$ cat config.mk
export PLATFORM = sky130hd
export DESIGN_NAME = ahsqr_square_residual
export DESIGN_NICKNAME = d
export VERILOG_FILES = /design/src/rtl/ahsqr_pkg.sv /design/src/rtl/ahsqr_shift_add_mul.sv /design/src/rtl/ahsqr_square_residual.sv
export SDC_FILE = /design/constraint.sdc
export NUM_CORES = 1
export LEC_CHECK = 0
export CORE_ASPECT_RATIO = 0.5
export CORE_MARGIN = 2
export CORE_UTILIZATION = 50
export DETAILED_ROUTE_END_ITERATION = 10
export HOLD_SLACK_MARGIN = 0.08
export PLACE_DENSITY = 0.8
export SLEW_MARGIN = 20
export SYNTH_ARGS = -nofsm -noshare
export SYNTH_HDL_FRONTEND = slang
export SYNTH_SLANG_ARGS = --single-unit
$ cat constraint.sdc
create_clock -name clk -period 2.6 [get_ports clk]
set_input_delay 0.26 -clock clk [delete_from_list [all_inputs] [get_ports clk]]
set_output_delay 0.26 -clock clk [all_outputs]
set_load 0.05 [all_outputs]
$ cat src/rtl/ahsqr_pkg.sv
// Shared constants for the square/residual accuracy monitor: default root width
// and FSM state encodings.
package ahsqr_pkg;

    localparam int DEF_W_ROOT = 8;

    localparam logic [1:0] ST_IDLE = 2'd0;
    localparam logic [1:0] ST_MUL  = 2'd1;
    localparam logic [1:0] ST_CALC = 2'd2;
    localparam logic [1:0] ST_DONE = 2'd3;

endpackage

$ cat src/rtl/ahsqr_shift_add_mul.sv
// Iterative LSB-first shift-add squarer: one multiplier bit per cycle, fixed
// W_ROOT-cycle latency regardless of operand value.
module ahsqr_shift_add_mul
    import ahsqr_pkg::*;
#(
    parameter int W_ROOT = DEF_W_ROOT
) (
    input  logic                  clk,
    input  logic                  rst_n,
    input  logic                  start,
    input  logic [W_ROOT-1:0]     operand,
    output logic                  busy,
    output logic                  done,
    output logic [2*W_ROOT-1:0]   product
);

    localparam int W_RAD = 2 * W_ROOT;
    localparam int CNT_W = $clog2(W_ROOT + 1);

    logic [W_RAD-1:0]  mcand_r;
    logic [W_ROOT-1:0] mplr_r;
    logic [W_RAD-1:0]  acc_r;
    logic [CNT_W-1:0]  cnt_r;
    logic              busy_r;

    // done flags the cycle whose closing edge performs the final iteration
    assign busy    = busy_r;
    assign done    = busy_r && (cnt_r == CNT_W'(W_ROOT - 1));
    assign product = acc_r;

    // Operand load on start, then one shift-add step per cycle while busy
    always_ff @(posedge clk or negedge rst_n) begin
        if (!rst_n) begin
            mcand_r <= {W_RAD{1'b0}};
            mplr_r  <= {W_ROOT{1'b0}};
            acc_r   <= {W_RAD{1'b0}};
            cnt_r   <= {CNT_W{1'b0}};
            busy_r  <= 1'b0;
        end else if (start) begin
            mcand_r <= {{W_ROOT{1'b0}}, operand};
            mplr_r  <= operand;
            acc_r   <= {W_RAD{1'b0}};
            cnt_r   <= {CNT_W{1'b0}};
            busy_r  <= 1'b1;
        end else if (busy_r) begin
            if (mplr_r[0]) begin
                acc_r <= acc_r + mcand_r;
            end else begin
                acc_r <= acc_r;
            end
            mcand_r <= {mcand_r[W_RAD-2:0], 1'b0};
            mplr_r  <= {1'b0, mplr_r[W_ROOT-1:1]};
            cnt_r   <= cnt_r + CNT_W'(1);
            busy_r  <= !done;
        end else begin
            busy_r  <= 1'b0;
        end
    end

endmodule

$ cat src/rtl/ahsqr_square_residual.sv
// Accuracy monitor for the square-root stage: squares the delivered root and
// reports q*q, the signed residual R - q*q, its magnitude and direction.
module ahsqr_square_residual
    import ahsqr_pkg::*;
#(
    parameter int W_ROOT = DEF_W_ROOT
) (
    input  logic                  clk,
    input  logic                  rst_n,
    input  logic                  in_valid,
    output logic                  in_ready,
    input  logic [2*W_ROOT-1:0]   R,
    input  logic [W_ROOT-1:0]     root,
    output logic                  out_valid,
    input  logic                  out_ready,
    output logic [2*W_ROOT-1:0]   square,
    output logic [2*W_ROOT:0]     residual,
    output logic [2*W_ROOT-1:0]   abs_err,
    output logic                  exact,
    output logic                  over
);

    localparam int W_RAD = 2 * W_ROOT;

    logic [1:0]       state_r;
    logic [1:0]       next_state_s;
    logic             in_ready_r;
    logic             out_valid_r;
    logic [W_RAD-1:0] r_r;
    logic [W_RAD-1:0] square_r;
    logic [W_RAD:0]   residual_r;
    logic [W_RAD-1:0] abs_err_r;
    logic             exact_r;
    logic             over_r;

    logic             accept_s;
    logic             out_fire_s;
    logic             mul_busy_s;
    logic             mul_done_s;
    logic [W_RAD-1:0] product_s;
    logic [W_RAD:0]   residual_s;
    logic [W_RAD-1:0] abs_err_s;
    logic             over_s;
    logic             exact_s;

    assign accept_s   = in_valid && in_ready_r;
    assign out_fire_s = out_valid_r && out_ready;

    assign in_ready  = in_ready_r;
    assign out_valid = out_valid_r;
    assign square    = square_r;
    assign residual  = residual_r;
    assign abs_err   = abs_err_r;
    assign exact     = exact_r;
    assign over      = over_r;

    ahsqr_shift_add_mul #(
        .W_ROOT (W_ROOT)
    ) u_mul (
        .clk     (clk),
        .rst_n   (rst_n),
        .start   (accept_s),
        .operand (root),
        .busy    (mul_busy_s),
        .done    (mul_done_s),
        .product (product_s)
    );

    // Next-state decode; a MUL state with an idle multiplier falls back to IDLE
    always_comb begin
        next_state_s = state_r;
        case (state_r)
            ST_IDLE: begin
                if (accept_s) next_state_s = ST_MUL;
                else          next_state_s = ST_IDLE;
            end
            ST_MUL: begin
                if (mul_done_s)       next_state_s = ST_CALC;
                else if (!mul_busy_s) next_state_s = ST_IDLE;
                else                  next_state_s = ST_MUL;
            end
            ST_CALC: next_state_s = ST_DONE;
            ST_DONE: begin
                if (out_fire_s) next_state_s = ST_IDLE;
                else            next_state_s = ST_DONE;
            end
            default: next_state_s = ST_IDLE;
        endcase
    end

    // Residual and flags from the finished product; magnitude via an unsigned
    // subtraction in the safe direction so no sign bit needs discarding
    always_comb begin
        residual_s = {1'b0, r_r} - {1'b0, product_s};
        over_s     = (product_s > r_r);
        exact_s    = (product_s == r_r);
        if (over_s) begin
            abs_err_s = product_s - r_r;
        end else begin
            abs_err_s = r_r - product_s;
        end
    end

    // FSM, handshake flags and radicand capture
    always_ff @(posedge clk or negedge rst_n) begin
        if (!rst_n) begin
            state_r     <= ST_IDLE;
            in_ready_r  <= 1'b1;
            out_valid_r <= 1'b0;
            r_r         <= {W_RAD{1'b0}};
        end else begin
            state_r     <= next_state_s;
            in_ready_r  <= (next_state_s == ST_IDLE);
            out_valid_r <= (next_state_s == ST_DONE);
            if (accept_s) begin
                r_r <= R;
            end else begin
                r_r <= r_r;
            end
        end
    end

    // Result registers load once in CALC and otherwise keep their last value
    always_ff @(posedge clk or negedge rst_n) begin
        if (!rst_n) begin
            square_r   <= {W_RAD{1'b0}};
            residual_r <= {(W_RAD+1){1'b0}};
            abs_err_r  <= {W_RAD{1'b0}};
            exact_r    <= 1'b0;
            over_r     <= 1'b0;
        end else if (state_r == ST_CALC) begin
            square_r   <= product_s;
            residual_r <= residual_s;
            abs_err_r  <= abs_err_s;
            exact_r    <= exact_s;
            over_r     <= over_s;
        end else begin
            square_r   <= square_r;
            residual_r <= residual_r;
            abs_err_r  <= abs_err_r;
            exact_r    <= exact_r;
            over_r     <= over_r;
        end
    end

endmodule
# ---- After elaboration in Yosys (flattened, before gate mapping)
# Cells that the tools add are included.
# W data, S select, Z words.
dict set report classes {
  add_sub_neg 5
  magnitude_cmp 1
  n_eq_ne 6
  n_mux 17
  reduce_logical 9
}
# op count
set op_table {}
lappend op_table {{$mux W16} 6}
lappend op_table {{$sub A16 B16 Y16} 2}
lappend op_table {{$sub A16 B16 Y17} 1}
lappend op_table {{$add A16 B16 Y16} 1}
lappend op_table {{$eq A16 B16 Y1} 1}
lappend op_table {{$gt A16 B16 Y1} 1}
lappend op_table {{$mux W8} 2}
lappend op_table {{$mux W4} 2}
lappend op_table {{$pmux W2 S4} 1}
lappend op_table {{$eq A2 B2 Y1 const B} 3}
lappend op_table {{$add A4 B1 Y4 const B} 1}
lappend op_table {{$eq A4 B3 Y1 const B} 1}
lappend op_table {{$logic_not A2 Y1} 2}
lappend op_table {{$mux W1} 4}
lappend op_table {{$mux W2} 2}
lappend op_table {{$reduce_bool A2 Y1} 2}
lappend op_table {{$logic_and A1 B1 Y1} 3}
lappend op_table {{$eq A2 B1 Y1 const B} 1}
lappend op_table {{$reduce_and A2 Y1} 1}
lappend op_table {{$logic_not A1 Y1} 1}
dict set report totals {
  reg_bits 116
}

# ---- Longest topological paths before layout
dict set report logic_depth {
  depth_word 5
  ltp_mapped 11
}

# ---- Hierarchy
# From an unflattened synthesis, not the netlist that was laid out.
dict set report unflattened {
  cells_unflattened 759
  area_unflattened_um2 6939.2
}
# module n_inst cells_each area_each_um2
set by_module_without_submodules {}
lappend by_module_without_submodules {ahsqr_square_residual 1 490 4319.1}
lappend by_module_without_submodules {ahsqr_shift_add_mul 1 269 2620.0}

# ---- Worst setup path after synthesis
# No wires, ideal clock.
dict set report synth_path {
  path_kind {reg-to-reg}
  from {register u_mul.acc_r[0] (netlist: u_mul.product[0])}
  to {register abs_err_r[6] (netlist: abs_err[6])}
  setup_ns 0.132
  t_arrival_ns 2.295
  required_time_ns 2.468
  slack_ns 0.173
  path_stages_with_launch 12
  cell_sequence {dfrtp_1 inv_1 ha_1 fa_1 nand2b_1 a21oi_1 o21ai_2 a21oi_4 buf_6 mux2i_1 xnor2_1 o21ai_1}
}
dict set report synth_between {
  elab_chain_cells 2
}
# element line_no
set synth_lines {}
lappend synth_lines {{start, declared} ahsqr_shift_add_mul.sv:22} ;# logic [W_RAD-1:0] acc_r;
lappend synth_lines {{start signal, assigned} ahsqr_shift_add_mul.sv:36} ;# acc_r <= {W_RAD{1'b0}};
lappend synth_lines {{start signal, assigned} ahsqr_shift_add_mul.sv:42} ;# acc_r <= {W_RAD{1'b0}};
lappend synth_lines {{start signal, assigned} ahsqr_shift_add_mul.sv:47} ;# acc_r <= acc_r + mcand_r;
lappend synth_lines {{$sub A16 B16 Y16 (tied with other cells)} ahsqr_square_residual.sv:100} ;# abs_err_s = r_r - product_s;
lappend synth_lines {{$mux W16 (*)} ahsqr_square_residual.sv:97} ;# if (over_s) begin
lappend synth_lines {{end signal, assigned} ahsqr_square_residual.sv:128} ;# abs_err_r <= {W_RAD{1'b0}};
lappend synth_lines {{end signal, assigned} ahsqr_square_residual.sv:134} ;# abs_err_r <= abs_err_s;
lappend synth_lines {{end signal, assigned} ahsqr_square_residual.sv:140} ;# abs_err_r <= abs_err_r;
lappend synth_lines {{end, declared} ahsqr_square_residual.sv:32} ;# logic [W_RAD-1:0] abs_err_r;
# Mark *: on every way between the ends. The rest lies on a longest branch, timed or not.
# A chain may end at the register's enable or synchronous reset.

# ---- Final worst setup path
dict set report layout_path {
  from {register u_mul.acc_r[0] (netlist: u_mul.product[0])}
  to {register residual_r[16] (netlist: residual[16])}
}
dict set report layout_between {
  elab_chain_cells 1
}
# element line_no
set layout_lines {}
lappend layout_lines {{$sub A16 B16 Y17} ahsqr_square_residual.sv:94} ;# residual_s = {1'b0, r_r} - {1'b0, product_s};
lappend layout_lines {{end signal, assigned} ahsqr_square_residual.sv:127} ;# residual_r <= {(W_RAD+1){1'b0}};
lappend layout_lines {{end signal, assigned} ahsqr_square_residual.sv:133} ;# residual_r <= residual_s;
lappend layout_lines {{end signal, assigned} ahsqr_square_residual.sv:139} ;# residual_r <= residual_r;
lappend layout_lines {{end, declared} ahsqr_square_residual.sv:31} ;# logic [W_RAD:0] residual_r;
# Every way passes these cells.

==> flow_results.org <==
** Status
- Outcome :: finished clean

** Critical path
- At the worst endpoint, the arrival time is 2870 ps.
- Setup slack, reg-to-reg :: 10 ps
- Length in cells of the worst reg-to-reg path :: 10
- Critical path launch point :: u_mul.product[0]
- Category of the worst setup path capture point :: register
- The worst setup path is of the register to register kind.
- For the worst setup path, the data required time is approximately 2900 ps.
- In this run the critical register-to-register path is captured at residual[16].
- Maximum fanout count along the critical path :: 3
- The critical path goes through buf_4 -> ha_1 -> fa_2 -> nand2b_4 -> a211oi_2 -> o41a_1 -> buf_4 -> a221oi_1 -> o21ai_0 -> o21ai_0.
- Critical path's slowest cell :: sky130_fd_sc_hd__dfrtp_1
- The most critical setup path has its endpoint at residual[16].
- STA classifies the critical path startpoint as a register.
- In this run the critical register-to-register path is launched from u_mul.product[0].
- Delay of the slowest cell on the worst path :: 390 ps

** Floorplan
- Rows :: 30
- Initial core utilization :: 51.0%
- The die covers 14800 µm².
- Die height :: 86.9 µm
- Total core area :: 13500 µm²
- X dimension of the die :: 170 µm
- I/O pins :: 81

** CTS
- After clock tree synthesis, the clock-pin slew on the worst setup and hold paths is 60 ps.
- TritonCTS clock tree :: yes
- TritonCTS buffer count :: 17
- The longest clock path from root to sink contains 2 buffers.
- For the worst-skew pair, the clock arrives at the later sink with an insertion delay of approximately 400 ps.
- H-tree lvl count :: 4
- The clock net in this run drives a total of approximately 120 sinks.
- Clock root buffer master :: sky130_fd_sc_hd__clkbuf_16

** STA
- Setup clock skew after layout :: 6.19 ps
- The number of hold-slack violations in the final timing report came to 0.
- Min Clock Period, post-route :: 2590 ps
- Total of endpoints with negative setup slack in the final report :: 0
- Fmax :: roughly 390 MHz
- Number of pins with negative max-slew slack in the final report :: 0
- For the pin with the worst max-slew slack, the measured transition is 775 ps.
- In this run the tightest slew margin relative to its limit is 48.2%.
- Ratio of final minimum period to clock period :: 99.5%
- Setup repair after global routing missed its margin :: true

** Global routing
- Via count of the first global-routing pass :: around 5700
- Entering global routing, the biggest net connects 46 pins.
- Global-route wire length before repair :: 29200 µm
- Global routing finished with a remaining overflow of 0.
- Overall routing resource usage :: 25.3%
- The initial antenna violation count was 0.

** Placed design
- The wire-length estimate of the detail-placed layout is approximately 13000 µm.
- The congestion estimate from routability-driven global placement came to just under 0.9.
- Port buffering added 80 buffers.

** Synthesis
- For this run, the register share of the synthesized area comes to around two fifths.
- When the netlist entered floorplanning its net count stood at 835.
- Post-synthesis instance total :: 756
- Post-synthesis register bit count :: 115
- Counting flops with an async set or reset pin after synthesis yields a share of 100%.
- Number of library cell types mapped by synthesis :: 61
- After synthesis the cells add up to slightly below 7000 µm².
- Post-Synthesis Mean Instance Area :: roughly 9.1 µm²
- The synthesized design contains 0 enable-type register cells.
- In the synthesized netlist the dominant register cell turns out to be sky130_fd_sc_hd__dfrtp_1.
- During synthesis, Yosys emitted a total of 0 warnings.

** Routing
- After the first detailed-routing iteration, the DRC count stood at 467.
- The pre-antenna-repair detailed-routing pass consisted of 5 iterations.
- Dividing the detail-routed via count by the number of cells gives 5.62.
- Antenna violation net count after detailed routing :: 0
- The final route contains 5987 vias.
- Routed wire length :: 18400 µm
- After detailed routing, the number of remaining DRC violations is 0.
- After detailed routing, the average wire length per cell comes to 17.2 µm.

** Final layout
- Cells fill 67.4% of the core in the end.
- Relative area change from synthesis to final layout :: 32.2%
- Most frequent cells in the layout :: 114 x sky130_fd_sc_hd__dfrtp_1, 113 x sky130_fd_sc_hd__nand2_1, 79 x sky130_fd_sc_hd__clkdlybuf4s50_1
- At the end of the flow, the number of nets in the layout was 956.
- The library cell used most frequently in the layout, excluding fill and tap cells, is sky130_fd_sc_hd__dfrtp_1.
- Of the cells placed in the final design, the portion with a size suffix greater than 1 is 16.2%.
- The repair_antennas step left the layout with diodes totalling 0.

** Hold path
- Hold/Removal Path Class :: primary input to asynchronous set/reset pin

** Run
- Max-cap check violation count :: 0
-- what timing repair did --
item | CTS | global route
setup endpoints to repair | 12 | 21
hold buffers | 1 | 0
buffers inserted | 1 | 6
gates resized for setup | 2 | 44
hold endpoints to repair | 34 | 0
pin swaps | 2 | 6
cloned | 1 | 0
-- worst min path at each step --
| stage | start | end | slack (ps) | cells after the start |
|---|---|---|---|---|
| global route | rst_n | u_mul.mcand_r[2] | 410 | 2 |
| floorplan | rst_n | abs_err[0] | -40 | 0 |
| global placement | rst_n | u_mul.mplr_r[3] | 260 | 1 |
| detailed placement | rst_n | u_mul.mplr_r[3] | 260 | 1 |
| finish | rst_n | u_mul.mplr_r[3] | 360 | 2 |
| CTS | rst_n | u_mul.mplr_r[3] | 370 | 2 |
-- kinds of logic (layout without fill, tap and decap cells) --
| logic type | after synthesis | in the layout | share of synthesized area, % |
|---|---|---|---|
| fa+ha+maj | 51 | 51 | 9.61 |
| mux | 38 | 38 | 5.75 |
| buf+inv | 81 | 214 | 4.88 |
| flops | 115 | 115 | 41.9 |
| xor+xnor | 35 | 35 | 4.46 |
| compound gates | 217 | 218 | 19.3 |
| simple gates | 219 | 219 | 14.2 |
-- layer usage --
layer	wire (µm)	vias to the layer above	GRT usage (%)
met5	0	-	0
met4	323	0	6.53
met3	1200	34	4.91
met2	8130	222	39.6
met1	8720	2848	36.4
li1	-	2883	-
-- critical path, delay by kind of cell, from the launching register on --
kind	cells	cell delay (ps)
AND/OR/NAND/NOR	1	170
flip-flops	1	390
adder cells (fa/ha/maj)	2	600
buffers and inverters	2	300
AO/OA/AOI/OAI	5	1010
-- flip-flops by register name, indices dropped and copies added (netlist names) --
| name | count |
|---|---|
| u_mul.product | 16 |
| over | 1 |
| abs_err | 16 |
| u_mul.busy | 1 |
| u_mul.cnt_r | 4 |
| u_mul.mplr_r | 8 |
| state_r | 2 |
| in_ready | 1 |
| r_r | 16 |
| u_mul.mcand_r | 16 |
| residual | 16 |
| out_valid | 1 |
| exact | 1 |
| square | 16 |
-- through the flow --
stage | cell area [µm²] | TNS [ps] | setup slack [ps] | hold WS, ps | instances
detailed placement | 8150 | -333 | -88.5 | 264 | 1025
global route | 9090 | -108 | -49.3 | 408 | 1066
finish | 9090 | 0 | 13.7 | 360 | 1066
global placement | 8150 | -47.4 | -47.4 | 256 | 1025
floorplan | 6880 | 0 | 173 | -35.6 | 756
CTS | 8800 | -13.3 | -11.7 | 368 | 1060
-- Yosys cell counts (3+ instances only) --
cell / instances / area (µm²)
sky130_fd_sc_hd__nand2_1: 113 / 424
sky130_fd_sc_hd__xor2_1: 16 / 140
sky130_fd_sc_hd__nand2b_1: 7 / 43.8
sky130_fd_sc_hd__mux2i_1: 35 / 350
sky130_fd_sc_hd__nor2_1: 48 / 180
sky130_fd_sc_hd__o21ai_1: 17 / 85.1
sky130_fd_sc_hd__clkbuf_1: 26 / 97.6
sky130_fd_sc_hd__a221oi_1: 4 / 35.0
sky130_fd_sc_hd__a21o_1: 25 / 188
sky130_fd_sc_hd__nand3_1: 6 / 30.0
sky130_fd_sc_hd__a21oi_1: 56 / 280
sky130_fd_sc_hd__a211oi_1: 6 / 45.0
sky130_fd_sc_hd__buf_4: 5 / 37.5
sky130_fd_sc_hd__o21ai_0: 65 / 325
sky130_fd_sc_hd__nand3b_1: 5 / 37.5
sky130_fd_sc_hd__nor2b_1: 5 / 31.3
sky130_fd_sc_hd__a31oi_1: 6 / 37.5
sky130_fd_sc_hd__and2_1: 4 / 25.0
sky130_fd_sc_hd__o31ai_1: 7 / 52.6
sky130_fd_sc_hd__buf_1: 6 / 22.5
sky130_fd_sc_hd__fa_1: 3 / 60.1
sky130_fd_sc_hd__a221o_1: 4 / 40.0
sky130_fd_sc_hd__and3_1: 4 / 25.0
sky130_fd_sc_hd__buf_2: 4 / 20.0
sky130_fd_sc_hd__o21bai_1: 5 / 37.5
sky130_fd_sc_hd__nand4_1: 7 / 43.8
sky130_fd_sc_hd__inv_1: 39 / 146
sky130_fd_sc_hd__ha_1: 48 / 601
sky130_fd_sc_hd__nor3_1: 9 / 45.0
sky130_fd_sc_hd__o21a_1: 5 / 37.5
sky130_fd_sc_hd__dfrtp_1: 114 / 2850
sky130_fd_sc_hd__xnor2_1: 19 / 166
-- layout make-up --
cell class	count	area (µm²)
fillers	979	4390
multi-input cells	561	3920
flip-flops and latches	115	2880
repair buffers	143	1300
clock buffers	23	488
well taps	176	220
inverters	39	146
clock inverters	9	126
Power is not shown: default switching activity piles up to over one toggle a cycle in this logic, so the estimate is an artifact.
